## src/rtl/conv2d_stream_engine.sv

```systemverilog
// Streaming 3x3 conv2d engine: buffers one frame, then evaluates NUM_FILT filters in
// parallel per output position (one tap per cycle) and emits one channel per output beat.
module conv2d_stream_engine #(
    parameter int IMG_W    = 8,
    parameter int IMG_H    = 8,
    parameter int NUM_FILT = 2,
    parameter int DATA_W   = 8,
    parameter int ACC_W    = 20,
    parameter int SHIFT    = 3,
    parameter int PAD      = 1,
    parameter int RELU_EN  = 1
) (
    input  logic                                             clk,
    input  logic                                             rst_n,
    input  logic                                             pix_valid,
    output logic                                             pix_ready,
    input  logic [DATA_W-1:0]                                pix_data,
    input  logic                                             cfg_we,
    input  logic [$clog2(NUM_FILT*10)-1:0]                   cfg_addr,
    input  logic [7:0]                                       cfg_data,
    output logic                                             out_valid,
    input  logic                                             out_ready,
    output logic [DATA_W-1:0]                                out_data,
    output logic [((NUM_FILT > 1) ? $clog2(NUM_FILT) : 1)-1:0] out_ch,
    output logic                                             out_last,
    output logic                                             busy
);

    localparam int COEF_W = 8;
    localparam int NPIX   = IMG_W * IMG_H;
    localparam int OFF    = (PAD != 0) ? 0 : 1;
    localparam int OUT_W  = IMG_W - 2 * OFF;
    localparam int OUT_H  = IMG_H - 2 * OFF;
    localparam int PIX_AW = $clog2(NPIX);
    localparam int CFG_AW = $clog2(NUM_FILT * 10);
    localparam int CH_W   = (NUM_FILT > 1) ? $clog2(NUM_FILT) : 1;
    localparam int COL_W  = $clog2(IMG_W + 1);
    localparam int ROW_W  = $clog2(IMG_H + 1);
    localparam int PROD_W = DATA_W + 1 + COEF_W;

    localparam logic signed [ACC_W-1:0] U_MAX = ACC_W'((1 << DATA_W) - 1);
    localparam logic signed [ACC_W-1:0] S_MAX = ACC_W'((1 << (DATA_W - 1)) - 1);
    localparam logic signed [ACC_W-1:0] S_MIN = -S_MAX - 1;

    typedef enum logic [1:0] {S_LOAD, S_MAC, S_OUT} state_t;

    function automatic logic signed [ACC_W-1:0] bias_init(input logic signed [COEF_W-1:0] b);
        return ACC_W'(b) <<< SHIFT;
    endfunction

    function automatic logic [DATA_W-1:0] sat_out(input logic signed [ACC_W-1:0] acc);
        logic signed [ACC_W-1:0] r;
        r = acc >>> SHIFT;
        if (RELU_EN != 0) begin
            if (r[ACC_W-1]) return '0;
            if (r > U_MAX) return '1;
        end else begin
            if (r > S_MAX) return {1'b0, {(DATA_W-1){1'b1}}};
            if (r < S_MIN) return {1'b1, {(DATA_W-1){1'b0}}};
        end
        return r[DATA_W-1:0];
    endfunction

    state_t                    state, state_n;
    logic [PIX_AW-1:0]         pix_cnt;
    logic                      load_done;
    logic [COL_W-1:0]          col_cnt;
    logic [ROW_W-1:0]          row_cnt;
    logic [3:0]                tap_cnt;
    logic [CH_W-1:0]           ch_cnt;

    logic [DATA_W-1:0]         pix_buf [NPIX];
    logic signed [COEF_W-1:0]  w_mem   [NUM_FILT][9];
    logic signed [COEF_W-1:0]  b_mem   [NUM_FILT];
    logic signed [ACC_W-1:0]   acc_p0  [NUM_FILT];
    logic signed [ACC_W-1:0]   acc_nxt [NUM_FILT];
    logic signed [PROD_W-1:0]  prod    [NUM_FILT];
    logic [DATA_W-1:0]         res_p1  [NUM_FILT];

    int                        tap_r, tap_c;
    logic                      tap_in;
    logic [PIX_AW-1:0]         rd_addr;
    logic [DATA_W-1:0]         tap_pix;

    logic pix_hs, pix_last, tap_last, ch_last, col_last, row_last, pos_last, cfg_ok;

    assign pix_hs   = pix_valid && pix_ready;
    assign pix_last = (pix_cnt == PIX_AW'(NPIX - 1));
    assign tap_last = (tap_cnt == 4'd8);
    assign ch_last  = (ch_cnt == CH_W'(NUM_FILT - 1));
    assign col_last = (col_cnt == COL_W'(OUT_W - 1));
    assign row_last = (row_cnt == ROW_W'(OUT_H - 1));
    assign pos_last = col_last && row_last;
    assign cfg_ok   = cfg_we && (state == S_LOAD);

    always_ff @(posedge clk) begin
        if (!rst_n) state <= S_LOAD;
        else        state <= state_n;
    end

    // load_done holds off S_MAC for one cycle after the last pixel and blocks further beats
    always_comb begin
        state_n = state;
        unique case (state)
            S_LOAD:  if (load_done) state_n = S_MAC;
            S_MAC:   if (tap_last) state_n = S_OUT;
            S_OUT:   if (out_ready && ch_last) state_n = pos_last ? S_LOAD : S_MAC;
            default: state_n = S_LOAD;
        endcase
    end

    // Stage p0: tap fetch from the frame buffer and parallel multiply-accumulate
    always_comb begin
        tap_r   = int'(row_cnt) + OFF + int'(tap_cnt) / 3 - 1;
        tap_c   = int'(col_cnt) + OFF + int'(tap_cnt) % 3 - 1;
        tap_in  = (tap_r >= 0) && (tap_r < IMG_H) && (tap_c >= 0) && (tap_c < IMG_W);
        rd_addr = PIX_AW'(tap_r * IMG_W + tap_c);
        tap_pix = tap_in ? pix_buf[rd_addr] : '0;
        for (int f = 0; f < NUM_FILT; f++) begin
            prod[f]    = $signed({1'b0, tap_pix}) * w_mem[f][tap_cnt];
            acc_nxt[f] = ((tap_cnt == 4'd0) ? bias_init(b_mem[f]) : acc_p0[f]) + ACC_W'(prod[f]);
        end
    end

    always_ff @(posedge clk) begin
        if (pix_hs) pix_buf[pix_cnt] <= pix_data;
        if (state == S_MAC) begin
            for (int f = 0; f < NUM_FILT; f++) acc_p0[f] <= acc_nxt[f];
        end
    end

    always_ff @(posedge clk) begin
        if (!rst_n) begin
            pix_cnt   <= '0;
            load_done <= 1'b0;
            col_cnt   <= '0;
            row_cnt   <= '0;
            tap_cnt   <= '0;
            ch_cnt    <= '0;
            for (int f = 0; f < NUM_FILT; f++) begin
                b_mem[f]  <= '0;
                res_p1[f] <= '0;
                for (int k = 0; k < 9; k++) w_mem[f][k] <= '0;
            end
        end else begin
            load_done <= pix_hs && pix_last;
            if (pix_hs) pix_cnt <= pix_last ? '0 : pix_cnt + 1'b1;
            for (int f = 0; f < NUM_FILT; f++) begin
                for (int k = 0; k < 9; k++) begin
                    if (cfg_ok && cfg_addr == CFG_AW'(f * 9 + k)) w_mem[f][k] <= cfg_data;
                end
                if (cfg_ok && cfg_addr == CFG_AW'(NUM_FILT * 9 + f)) b_mem[f] <= cfg_data;
            end
            // Stage p1: final tap result transformed and registered for the output beats
            if (state == S_MAC) begin
                tap_cnt <= tap_last ? 4'd0 : tap_cnt + 4'd1;
                if (tap_last) begin
                    for (int f = 0; f < NUM_FILT; f++) res_p1[f] <= sat_out(acc_nxt[f]);
                end
            end
            if (state == S_OUT && out_ready) begin
                ch_cnt <= ch_last ? '0 : ch_cnt + 1'b1;
                if (ch_last) begin
                    if (col_last) begin
                        col_cnt <= '0;
                        row_cnt <= row_last ? '0 : row_cnt + 1'b1;
                    end else begin
                        col_cnt <= col_cnt + 1'b1;
                    end
                end
            end
        end
    end

    assign pix_ready = (state == S_LOAD) && !load_done;
    assign out_valid = (state == S_OUT);
    assign out_data  = res_p1[ch_cnt];
    assign out_ch    = ch_cnt;
    assign out_last  = out_valid && pos_last && ch_last;
    assign busy      = (state != S_LOAD);

endmodule
```

## config.mk

```make
export PLATFORM = sky130hd
export DESIGN_NAME = conv2d_stream_engine
export DESIGN_NICKNAME = d
export VERILOG_FILES = /design/src/rtl/conv2d_stream_engine.sv
export SDC_FILE = /design/constraint.sdc
export NUM_CORES = 1
export LEC_CHECK = 0
export CORE_ASPECT_RATIO = 0.5
export CORE_MARGIN = 2
export CORE_UTILIZATION = 48
export DETAILED_ROUTE_END_ITERATION = 10
export PLACE_DENSITY_LB_ADDON = 0.08
export SLEW_MARGIN = 20
export SYNTH_ARGS = -nofsm -noshare
export SYNTH_HDL_FRONTEND = slang
export SYNTH_SLANG_ARGS = --single-unit
export TNS_END_PERCENT = 50
```

## constraint.sdc

```tcl
create_clock -name clk -period 35.5 [get_ports clk]
set_clock_uncertainty 0.2 [all_clocks]
set_input_delay 7.1 -clock clk [delete_from_list [all_inputs] [get_ports clk]]
set_output_delay 7.1 -clock clk [all_outputs]
set_load 0.01 [all_outputs]
```

; ---- Word level (Yosys, flattened, before mapping)
; Memories as Yosys holds them, arrays and structs flattened. A register that Yosys moved wholly into a read port is not among the register bits.
; Cells that the tools add are included.
[word_totals]
inputBits = 26
latchBits = 0
mem_bits_ro = 0
memories = 5
reg_bits = 22
ram_bits = 728
wordCells = 270
output_inout_bits = 13
[classes]
n_bitwise = 23
n_lt_le_gt_ge = 7
n_reduce_logical = 40
div_mod_pow = 2
n_eq_ne = 28
muxes = 144
mul = 2
add_sub_neg = 12
shifts = 0
[mem_list]
columns = name, depth, width, rd, rd_ports_with_merged_regs, wr, line
row1 = pix_buf, 64, 8, 1, 0, 1, 72  ; logic [DATA_W-1:0] pix_buf [NPIX];
row2 = w_mem, 2, 72, 2, 0, 2, 73  ; logic signed [COEF_W-1:0] w_mem [NUM_FILT][9];
row3 = acc_p0, 2, 20, 2, 0, 2, 75  ; logic signed [ACC_W-1:0] acc_p0 [NUM_FILT];
row4 = b_mem, 2, 8, 2, 0, 2, 74  ; logic signed [COEF_W-1:0] b_mem [NUM_FILT];
row5 = res_p1, 2, 8, 1, 1, 2, 78  ; logic [DATA_W-1:0] res_p1 [NUM_FILT];
[op_table]
columns = op, count
row1 = two-way mux 8 bit, 41
row2 = two-way mux 1 bit, 91
row3 = adder 5 x 32 -> 32 bit, 2
row4 = binary-select mux 8 bit (select 4 bit), 2
row5 = >= comparator 32 x 1 -> 1 bit (second input constant), 2
row6 = < comparator 32 x 5 -> 1 bit (second input constant), 2
row7 = subtractor 32 x 2 -> 32 bit (second input constant), 2
row8 = adder 20 x 17 -> 20 bit, 2
row9 = == test 5 x 4 -> 1 bit (second input constant), 8
row10 = two-way mux 20 bit, 2
row11 = greater-than comparator 17 x 9 -> 1 bit (second input constant), 2
row12 = multiplier 9 x 8 -> 17 bit, 2
row13 = divider 5 x 3 -> 32 bit (second input constant), 1
row14 = logical AND 1 bit, 32
row15 = modulo 5 x 3 -> 32 bit (second input constant), 1
row16 = bitwise OR 1 bit, 22
row17 = == test 5 x 3 -> 1 bit (second input constant), 4
row18 = == test 5 bit (second input constant), 4
row19 = adder 4 x 1 -> 4 bit (second input constant), 3
row20 = two-way mux 4 bit, 3
row21 = == test 5 x 2 -> 1 bit (second input constant), 2
row22 = == test 4 x 3 -> 1 bit (second input constant), 2
row23 = adder 6 x 1 -> 6 bit (second input constant), 1
row24 = adder 6 bit, 1
row25 = 20 further kinds, 24

; ---- Longest topological paths before layout
; Gate-level depths: netlist of run 1.
[logic_depth]
ltp_word = 23
depth_mapped = 53
mapped_depth_nobuf = 47

; ---- Least setup slack after synthesis of run 1
; Ideal clock, no wire load.
[synth_path]
path_type = register to register
from = register tap_cnt[3]
to = memory res_p1[0][0], data pin
path_stages_with_launch = 44
arrival_time_ns = 11.683
path_buffers = 9
path_slack_ns = 23.342
required_time_ns = 35.024
setup_time_ns = 0.276
period_less_slack_ns = 12.158
path_cell_list = dfxtp_1 > buf_2 > buf_1 > buf_1 > nor2_1 > ha_1 > a211oi_2 > a21oi_4 > buf_4 > xnor2_1 > ha_1 > nor2b_1 > nor3b_1 > mux2i_1 > ha_1 > inv_1 > ha_1 > inv_1 > (+8 left out) > buf_1 > nand3_1 > fa_1 > fa_1 > inv_1 > fa_1 > fa_1 > fa_1 > ha_1 > and3_1 > a221o_1 > o211ai_1 > nand2_1 > xor2_1 > or4b_2 > clkbuf_1 > nor4_1 > a21oi_1
[synth_lines]
columns = element, line
row1 = start: declaration, 69  ; logic [3:0] tap_cnt;
row2 = start signal: assignment, 156  ; tap_cnt <= tap_last ? 4'd0 : tap_cnt + 4'd1;
row3 = end: declaration, 78

==> run summary, run 1 <==
Worst vdd ir: 0.0000326 V
Period utilization: 0.411
Finished Core Util: 0.535
I/O Pins: 39
Initial Utilization: 0.487
Power per cell area: 43.1 nW/um2
Clk_lat worst skew: 0.65 ns
First drt pass iteration count: 6
Row count: 73
Post-synth top area share: 0.562
Leading area contributor after synthesis: edfxtp_1
Met1 wire length: 43300 um
Routability Congestion: 0.898
Num CTS Buffers: 70
Placement Cell Area: 40300 um2
Status: complete, no violations
Synth warn: 0
Die Area: 83400 um2
Mapped Cells: 2706
Final HPWL DP: 65100 um
CTS sink count: 751
Crit Path Max Fanout: 47
Buf+Inv Stages, Crit Path: 5
Class of the worst hold path: flop to flop
Pre-CTS setup slack: 20.81 ns
Cell mode on critical path: fa_1
EDFF count, synth: 728
Post-route setup TNS: 0 ns
DR top layer: met4
P&R area growth vs syn: 9.80%
Cell Count, Final, Fillers Out: 3863
Synth Register Bits: 751
Synth async-reset ratio: 0
CTS tree: yes
Slowest stage cell on the critical path: ha_4
Setup-failing EPs final: 0
Fraction of layout instances using a drive strength above 1: 0.143
FMAX: 68.5 MHz
Antenna diodes: 0
Startpoint types: flop
Layout fillers: 6672
Crit path max-delay family: adder cells
Vias: 22315
Max-cap violations: 0
Wirelength per Cell: 24.6 um
Register area share after synthesis: 0.574
CTS resizes: 0
Largest net degree at the start of global routing: 70
Drt drc: 0
DRT iter0 DRCs: 2236
Required time worst endpoint: 35.65 ns
Post-synthesis cell type count: 79
Die X-Extent: 406 um
Mapped cell area: 38900 um2
Max Buffers Root-to-Sink: 3
CTS Hold Bufs: 0
CTS Root Cell: clkbuf_16
Static Leak: 15.7 nW
Critical path class: flop to flop
Nets: 3031
Met3 Wirelength: 5790 um
Routed Antenna Nets: 0
Top FF cell, synth: edfxtp_1
First-pass GRT wire length: 142000 um
Syn avg cell area: 14.4 um2
Total track usage: 0.232
Met2 routed WL: 43700 um
CP Capture Type: flop
Final Max Tran Viols: 0
Syn Nets: 3015
Overflow after GRT: 0
Synth top area cells: edfxtp_1, mux4_2, ha_1, fa_1, inv_1
Routed wire length: 94900 um
Clock-pin slew on the worst setup and hold paths: 0.06 ns
Min Clock Period, post-route: 14.59 ns
Antenna violations before repair: 1
Port Buffers: 38
Final Cell Area: 42700 um2
Core ar.: 79800 um2
Hold Fails Final Rpt: 0
Vias in the first global route: 22223
PnR worst setup slack: 20.91 ns
Inst Count DP: 3737
Crit path arrival time: 14.74 ns
RSZ-0062 raised after global routing: no
Htree depth: 3
Worst-Margin Slew: 1.14 ns
Crit-path max cell delay: 0.91 ns
Slew headroom: 0.233
Vias per cell: 5.78
Post-CTS Setup Repair Bufs: 0
Die Y-Extent: 205 um
## worst reg2reg max path, delay by kind of cell (launching register included)
| family | cells | cell delay (ns) |
|---|---|---|
| buffers and inverters | 5 | 2.15 |
| adder cells (fa/ha/maj) | 10 | 4.64 |
| AO/OA/AOI/OAI | 5 | 1.27 |
| flip-flops | 1 | 0.76 |
| AND/OR/NAND/NOR | 10 | 3.50 |
| multiplexers | 3 | 1.36 |
| XOR/XNOR | 2 | 0.39 |
## state kept, by name (all words and copies together) (netlist names), named ones only
register   cells
acc_p0        40
b_mem         16
col_cnt        4
load_done      1
out_ch         1
pix_buf      512
pix_cnt        6
res_p1        16
row_cnt        4
state          2
tap_cnt        4
w_mem        144
## cell families after synthesis
kind of cell,count (synthesis),share of synthesized area
simple gates,713,0.0938
compound gates,318,0.0543
mux,223,0.116
flops,751,0.574
buf+inv,355,0.0362
xor+xnor,63,0.0142
fa+ha+maj,283,0.112
## placed cells by master (no fill, tap or decap), drive strengths merged, types with 6 or more instances in the layout
cell	count
nand4	14
and2	99
nand2	132
xor2	20
nand2b	15
nand3	81
o22ai	10
a22oi	17
or3	13
o31ai	9
mux2i	20
clkinv	25
a211oi	23
clkdlybuf4s50	30
a21o	10
o21ai	67
mux4	178
buf	42
inv	234
o41ai	7
xnor2	43
clkbuf	84
and3	39
o41a	8
edfxtp	728
o211ai	8
a31oi	6
or2	18
o21a	13
a21oi	97
nor4	7
nor2b	32
fa	107
nor2	152
mux2	25
nor3	83
dfxtp	23
ha	176
## synth_stat cells, types with 5 or more instances
cell and number:
a211oi_1 22, a21o_1 10, a21oi_1 96, a22oi_1 17
a31oi_1 6, and2_1 99, and3_1 38, buf_1 20
buf_2 21, buf_6 5, clkbuf_1 79, dfxtp_1 23
edfxtp_1 728, fa_1 107, ha_1 176, inv_1 225
mux2_2 25, mux2i_1 20, mux4_2 178, nand2_1 132
nand2b_1 15, nand3_1 81, nand3b_1 5, nand4_1 14
nor2_1 152, nor2b_1 32, nor3_1 82, nor3b_1 5
nor4_1 6, o2111a_1 5, o211ai_1 8, o21a_1 13
o21ai_0 63, o22ai_1 10, o31ai_1 9, o41a_1 7
o41ai_1 7, or2_2 17, or3_1 13, xnor2_1 43
xor2_1 20
## stage by stage
stage          hold WS, ns  total power, mW
5_1_grt              0.305             1.90
2_1_floorplan        0.245             1.05
3_3_place_gp         0.252             1.08
6_report             0.279             1.84
3_5_place_dp         0.264             1.08
4_1_cts              0.272             1.85
## power breakdown
part	switching [mW]	internal, mW
registers	0.00340	0.983
clock network	0.349	0.428
logic	0.0517	0.0250
total	0.404	1.44
## worst paths after layout
kind	from	to	slack [ns]	depth (start not counted)
hold reg to reg	col_cnt[3]	col_cnt[3]	0.28	2
setup reg to reg	tap_cnt[1]	res_p1[0][1]	20.91	35
setup / recovery	tap_cnt[1]	res_p1[0][1]	20.91	35
hold / removal	col_cnt[3]	col_cnt[3]	0.28	2
## layout make-up
type,instances,area [um2],area share
Clock buffer,84,1910,0.0447
Multi-Input combinational cell,1600,15200,0.356
Clock inverter,42,430,0.0101
Sequential cell,751,22300,0.523
Timing Repair Buffer,72,608,0.0142
Tap cell,1087,1360,0.0319
Inverter,227,852,0.0200
## metal layers
metal,up-vias,track usage
li1,10229,-
met1,11383,0.334
met2,577,0.359
met3,126,0.0522
met4,0,0.0583
met5,-,0
Note: power is estimated with default switching activity, not from simulation.
==> run 2: changes to the inputs <==
==> constraint.sdc (replaced) <==
create_clock -name clk -period 15.2 [get_ports clk]
set_clock_uncertainty 0.2 [all_clocks]
set_input_delay 3.04 -clock clk [delete_from_list [all_inputs] [get_ports clk]]
set_output_delay 3.04 -clock clk [all_outputs]
set_load 0.01 [all_outputs]
==> run 2 against run 1 <==
  * Non-clock buffer count up 9
  * Sequential cell count unchanged
  * Critical endpoint is now res_p1[0][2]
  * Core utilization down 0.12 points
  * Worst hold slack worse by 0.0068 ns
==> run summary, run 2 (same netlist as run 1, synthesis figures left out) <==
Routed wire length: 93600 um (-1.4%)
Placement Cell Area: 40400 um2 (+0.26%)
Power per cell area: 98.1 nW/um2 (+130%)
FMAX: 73.1 MHz (+6.6%)
Startpoint types: flop
First-pass GRT wire length: 142000 um (-0.33%)
Inst Count DP: 3746 (+0.24%)
Cell Count, Final, Fillers Out: 3867 (+0.10%)
Biggest register: pix_buf
Largest net degree at the start of global routing: 65 (-7.1%)
Antenna diodes: 0 (unchanged)
Max-cap violations: 0 (unchanged)
Clk pwr share: 0.405 (-0.017)
Required time worst endpoint: 15.34 ns (-20.31 ns)
Slew headroom: 0.282 (+0.0490)
Most frequent cells in the layout: edfxtp_1, inv_1, mux4_2, ha_1, nor2_1
Htree depth: 3 (unchanged)
Wirelength per Cell: 24.2 um (-1.5%)
Min Clock Period, post-route: 13.69 ns (-0.904 ns)
Die Y-Extent: 205 um (unchanged)
CTS resizes: 0 (unchanged)
P&R area growth vs syn: 9.55%
Vias in the first global route: 22519 (+1.3%)
CTS Root Cell: clkbuf_16
Overflow after GRT: 0 (unchanged)
Regs by FF count: pix_buf (512), w_mem (144), acc_p0 (40)
Setup-failing EPs final: 0 (unchanged)
Period utilization: 0.901 (+0.490)
R2R Path Start: tap_cnt[1]
Drt drc: 0 (unchanged)
CP Capture Type: flop
Final Max Tran Viols: 0 (unchanged)
First drt pass iteration count: 5 (-1)
Critical path class: flop to flop
Clock-pin slew on the worst setup and hold paths: 0.07 ns (about the same)
Row count: 73 (unchanged)
Met2 Use GR: 0.361 (+0.00225)
Class of the worst hold path: flop to flop
Total track usage: 0.229 (-0.00293)
Internal power: 3.25 mW (+130%)
Port Buffers: 38 (unchanged)
Combinational Power Share: 0.043 (about the same)
I/O Pins: 39 (unchanged)
Initial Utilization: 0.487 (unchanged)
Die Area: 83400 um2 (unchanged)
Crit path arrival time: 13.83 ns (-0.91 ns)
Final Cell Area: 42600 um2 (-0.23%)
Number of flip-flops under the largest register name: 512 (unchanged)
P_sw: 921 uW (+130%)
Min Hold Slack: 0.272 ns (-0.00683 ns)
Worst vdd ir: 0.0000755 V (+130%)
Core ar.: 79800 um2 (unchanged)
Crit path max-delay family: adder cells
Max Buffers Root-to-Sink: 3 (unchanged)
Clk_lat worst skew: 0.65 ns (about the same)
CTS Hold Bufs: 0 (unchanged)
Vias per cell: 5.82 (+0.84%)
Final HPWL DP: 64200 um (-1.3%)
Crit-path max cell delay: 0.79 ns (-0.12 ns)
Hold Fails Final Rpt: 0 (unchanged)
Vias: 22525 (+0.94%)
CP Launch Point: tap_cnt[1]
Min-delay src: col_cnt[3]
Met3 usage: 0.0326 (-0.0196)
Post-route setup TNS: 0 ns (unchanged)
Num CTS Buffers: 68 (-2.9%)
Static Leak: 15.6 nW (-0.37%)
Routability Congestion: 0.894 (-0.47%)
Fraction of layout instances using a drive strength above 1: 0.141 (-0.00272)
Register share of total power: 0.551 (+0.015)
Cell mode on critical path: fa_1
Nets: 3038 (+0.23%)
DRT iter0 DRCs: 2098 (-6.2%)
Antenna violations before repair: 1 (unchanged)
Status: complete, no violations
Slowest stage cell on the critical path: or4b_2
RSZ-0062 raised after global routing: no
Routed Antenna Nets: 0 (unchanged)
Worst-Margin Slew: 1.07 ns (-0.0728 ns)
Met1 usage: 0.338 (+0.00366)
Switch share: 0.221 (+0.00106)
Crit Path Max Fanout: 24 (-49%)
Busiest grt layer: met2
Die X-Extent: 406 um (unchanged)
CTS tree: yes
CTS sink count: 751 (unchanged)
Post-CTS Setup Repair Bufs: 0 (unchanged)
Commonest non-fill, non-tap cell in the layout: edfxtp_1
Buf+Inv Stages, Crit Path: 4 (-1)
run 2: final cells by class:
type	instances	area, um2
Clock buffer	82	1780
Timing Repair Buffer	81	706
Tap cell	1087	1360
Multi-Input combinational cell	1600	15200
Inverter	227	852
Sequential cell	751	22300
Fill cell	6637	37200
Clock inverter	39	362
run 2: layer usage:
layer / vias up / part of all wire
li1: 10231 / -
met1: 11551 / 0.46
met2: 636 / 0.47
met3: 107 / 0.054
met4: 0 / 0.019
met5: - / 0
run 2: tightest hold or removal path, stage by stage (launching register included):
cell and delay, ns:
dfxtp_1 0.32, nand2_1 0.05, a21oi_1 0.05
run 2: power groups by stage:
stage	sequential, mW	clock (mW)	combinational [mW]
final	2.30	1.69	0.181
after global routing	2.30	1.80	0.201
after CTS	2.30	1.72	0.182
after detailed placement	2.35	0	0.181
after global placement	2.35	0	0.178
after floorplan	2.34	0	0.103
run 2: path summary, 6_finish.rpt:
kind / to / slack, ns / depth (start not counted)
setup / recovery: res_p1[0][2] / 1.51 / 40
hold / removal: col_cnt[3] / 0.27 / 2
setup reg to reg: res_p1[0][2] / 1.51 / 40
hold reg to reg: col_cnt[3] / 0.27 / 2
run 2: stage by stage:
| stage | utilization | total power [mW] | worst slack, ns |
|---|---|---|---|
| 2_1_floorplan | - | 2.45 | 3.04 |
| 3_3_place_gp | 0.506 | 2.53 | 1.43 |
| 3_5_place_dp | 0.506 | 2.53 | 1.60 |
| 4_1_cts | 0.533 | 4.21 | 1.51 |
| 5_1_grt | 0.533 | 4.31 | 0.508 |
| 6_report | 0.533 | 4.18 | 1.51 |
==> run 3: changes to the inputs <==
--- a/config.mk
+++ b/config.mk
@@ -5,6 +5,7 @@
 export SDC_FILE = /design/constraint.sdc
 export NUM_CORES = 1
 export LEC_CHECK = 0
+export CAP_MARGIN = 20
 export CORE_ASPECT_RATIO = 0.5
 export CORE_MARGIN = 2
 export CORE_UTILIZATION = 48
==> constraint.sdc (replaced) <==
create_clock -name clk -period 15.6 [get_ports clk]
set_clock_uncertainty 0.2 [all_clocks]
set_input_delay 3.12 -clock clk [delete_from_list [all_inputs] [get_ports clk]]
set_output_delay 3.12 -clock clk [all_outputs]
set_load 0.01 [all_outputs]
==> run 3 against run 2 <==
  * Fmax fell by 1.9%
  * Worst hold slack barely moved
  * Sequential cell count did not move
  * Design area rose by 0.53%
  * Core utilization rose by 0.28 points
  * Non-clock buffer count rose by 1
  * Combinational power fell by 2%
  * Highest routed layer unchanged
==> run summary, run 3 (same netlist as run 1, synthesis figures left out) <==
Biggest register: pix_buf
Worst reg2reg setup slack: 1.65 ns (+0.14 ns)
Antenna violations before repair: 1 (unchanged)
Final HPWL DP: 64200 um (about the same)
Hold path endpoint: col_cnt[3]
Vias per cell: 5.79 (-0.58%)
Die X-Extent: 406 um (unchanged)
CTS tree: yes
Pre-CTS setup slack: 1.68 ns (+0.0777 ns)
Die Y-Extent: 205 um (unchanged)
P&R area growth vs syn: 10.1%
Row count: 73 (unchanged)
Routed wire length: 93800 um (+0.20%)
Vias in the first global route: 22194 (-1.4%)
First-pass GRT wire length: 142000 um (+0.17%)
CTS Root Cell: clkbuf_16
Placement Cell Area: 40400 um2 (about the same)
Setup-failing EPs final: 0 (unchanged)
Max Buffers Root-to-Sink: 3 (unchanged)
Crit-path max cell delay: 0.78 ns (about the same)
Slowest stage cell on the critical path: or4b_2
Cell Count, Final, Fillers Out: 3878 (+0.28%)
DRT iter0 DRCs: 2082 (-0.76%)
Clock-pin slew on the worst setup and hold paths: 0.06 ns (about the same)
R2R Path Start: tap_cnt[2]
Register-to-Register Path Depth: 40 (unchanged)
Worst vdd ir: 0.0000695 V (-8.1%)
Max-cap violations: 0 (unchanged)
Status: complete, no violations
RSZ-0062 raised after global routing: no
Nets: 3042 (+0.13%)
Min-delay src: col_cnt[3]
Min Clock Period, post-route: 13.95 ns (+0.259 ns)
Core ar.: 79800 um2 (unchanged)
Class of the worst hold path: flop to flop
FMAX: 71.7 MHz (-1.9%)
Inst Count DP: 3747 (+0.027%)
Period utilization: 0.894 (-0.00649)
Overflow after GRT: 0 (unchanged)
Port Buffers: 38 (unchanged)
CTS sink count: 751 (unchanged)
Met2 routed WL: 43900 um (+0.68%)
Met3 Wirelength: 5320 um (+5.8%)
Final Max Tran Viols: 0 (unchanged)
Num CTS Buffers: 71 (+4.4%)
Routed Antenna Nets: 0 (unchanged)
Commonest non-fill, non-tap cell in the layout: edfxtp_1
Clk_lat worst skew: 0.66 ns (about the same)
Final Cell Area: 42800 um2 (+0.53%)
Post-route setup TNS: 0 ns (unchanged)
CTS resizes: 0 (unchanged)
Total track usage: 0.231 (+0.00188)
Htree depth: 3 (unchanged)
Hold Fails Final Rpt: 0 (unchanged)
Static Leak: 15.7 nW (+0.75%)
Critical path class: flop to flop
Initial Utilization: 0.487 (unchanged)
Largest net degree at the start of global routing: 80 (+23%)
Cell mode on critical path: fa_1
Fraction of layout instances using a drive strength above 1: 0.143 (+0.00272)
Wirelength per Cell: 24.2 um (about the same)
Startpoint types: flop
Number of flip-flops under the largest register name: 512 (unchanged)
I/O Pins: 39 (unchanged)
Worst-Margin Slew: 1.06 ns (-0.0129 ns)
Crit path arrival time: 14.09 ns (+0.26 ns)
CP Capture Type: flop
Crit Path Max Fanout: 27 (+13%)
Most frequent cells in the layout: edfxtp_1, inv_1, mux4_2, ha_1, nor2_1
CTS Hold Bufs: 0 (unchanged)
Drt drc: 0 (unchanged)
Die Area: 83400 um2 (unchanged)
Routability Congestion: 0.896 (+0.20%)
Required time worst endpoint: 15.74 ns (+0.40 ns)
Min Hold Slack: 0.272 ns (-0.000131 ns)
Met1 wire length: 42800 um (-0.84%)
Regs by FF count: pix_buf (512), w_mem (144), acc_p0 (40)
Hold depth: 2 (unchanged)
Power per cell area: 97.9 nW/um2 (-0.15%)
Worst reg2reg path endpoint: res_p1[0][2]
Post-CTS Setup Repair Bufs: 0 (unchanged)
PnR worst setup slack: 1.65 ns (+0.141 ns)
Slew headroom: 0.287 (+0.00547)
DR top layer: met4
First drt pass iteration count: 5 (unchanged)
Vias: 22458 (-0.30%)
==> run 3: area by class of cell <==
cell class	instances	area [um2]
antenna	1	2.50
clock inverter	41	477
sequential	751	22300
fill	6618	37000
tap	1087	1360
clock buffer	89	1900
multi-input combinational	1600	15200
inverter	227	852
timing repair buffer	82	708
==> run 3: how the worst max path moves through the flow <==
stage	slack, ns	to	start	cells after the start
final	1.65	res_p1[0][2]	tap_cnt[2]	40
after global routing	0.65	res_p1[0][2]	tap_cnt[2]	40
after CTS	1.66	res_p1[0][2]	tap_cnt[2]	40
after detailed placement	1.68	res_p1[1][3]	tap_cnt[2]	41
after global placement	1.60	res_p1[1][1]	tap_cnt[2]	41
after floorplan	3.44	res_p1[0][0]	tap_cnt[3]	43
==> run 3: routing by layer <==
metal | track usage | vias to the layer above
met5 | 0 | -
met3 | 0.0370 | 114
met1 | 0.338 | 11473
li1 | - | 10240
met2 | 0.366 | 631
met4 | 0.0504 | 0
==> run 3: stage by stage <==
stage               utilization  power (mW)
global route              0.536        4.33
finish                    0.536        4.19
detailed placement        0.506        2.47
global placement          0.506        2.46
floorplan                     -        2.38
CTS                       0.536        4.23
==> run 3: report_power, final <==
part	leakage [nW]	internal, mW	switching, mW
clock network	1.15	0.981	0.791
logic	7.59	0.0583	0.119
registers	6.97	2.24	0.00755
==> run 3: critical path, delay by kind of cell (launching register included) <==
family / cells / cell delay (ns)
adders and majority gates: 11 / 4.59
xor gates and xnor gates: 6 / 1.32
buffers and inverters: 4 / 0.58
and+or+nand+nor: 13 / 4.71
DFF: 1 / 0.47
AOI/OAI and AO/OA: 6 / 1.74
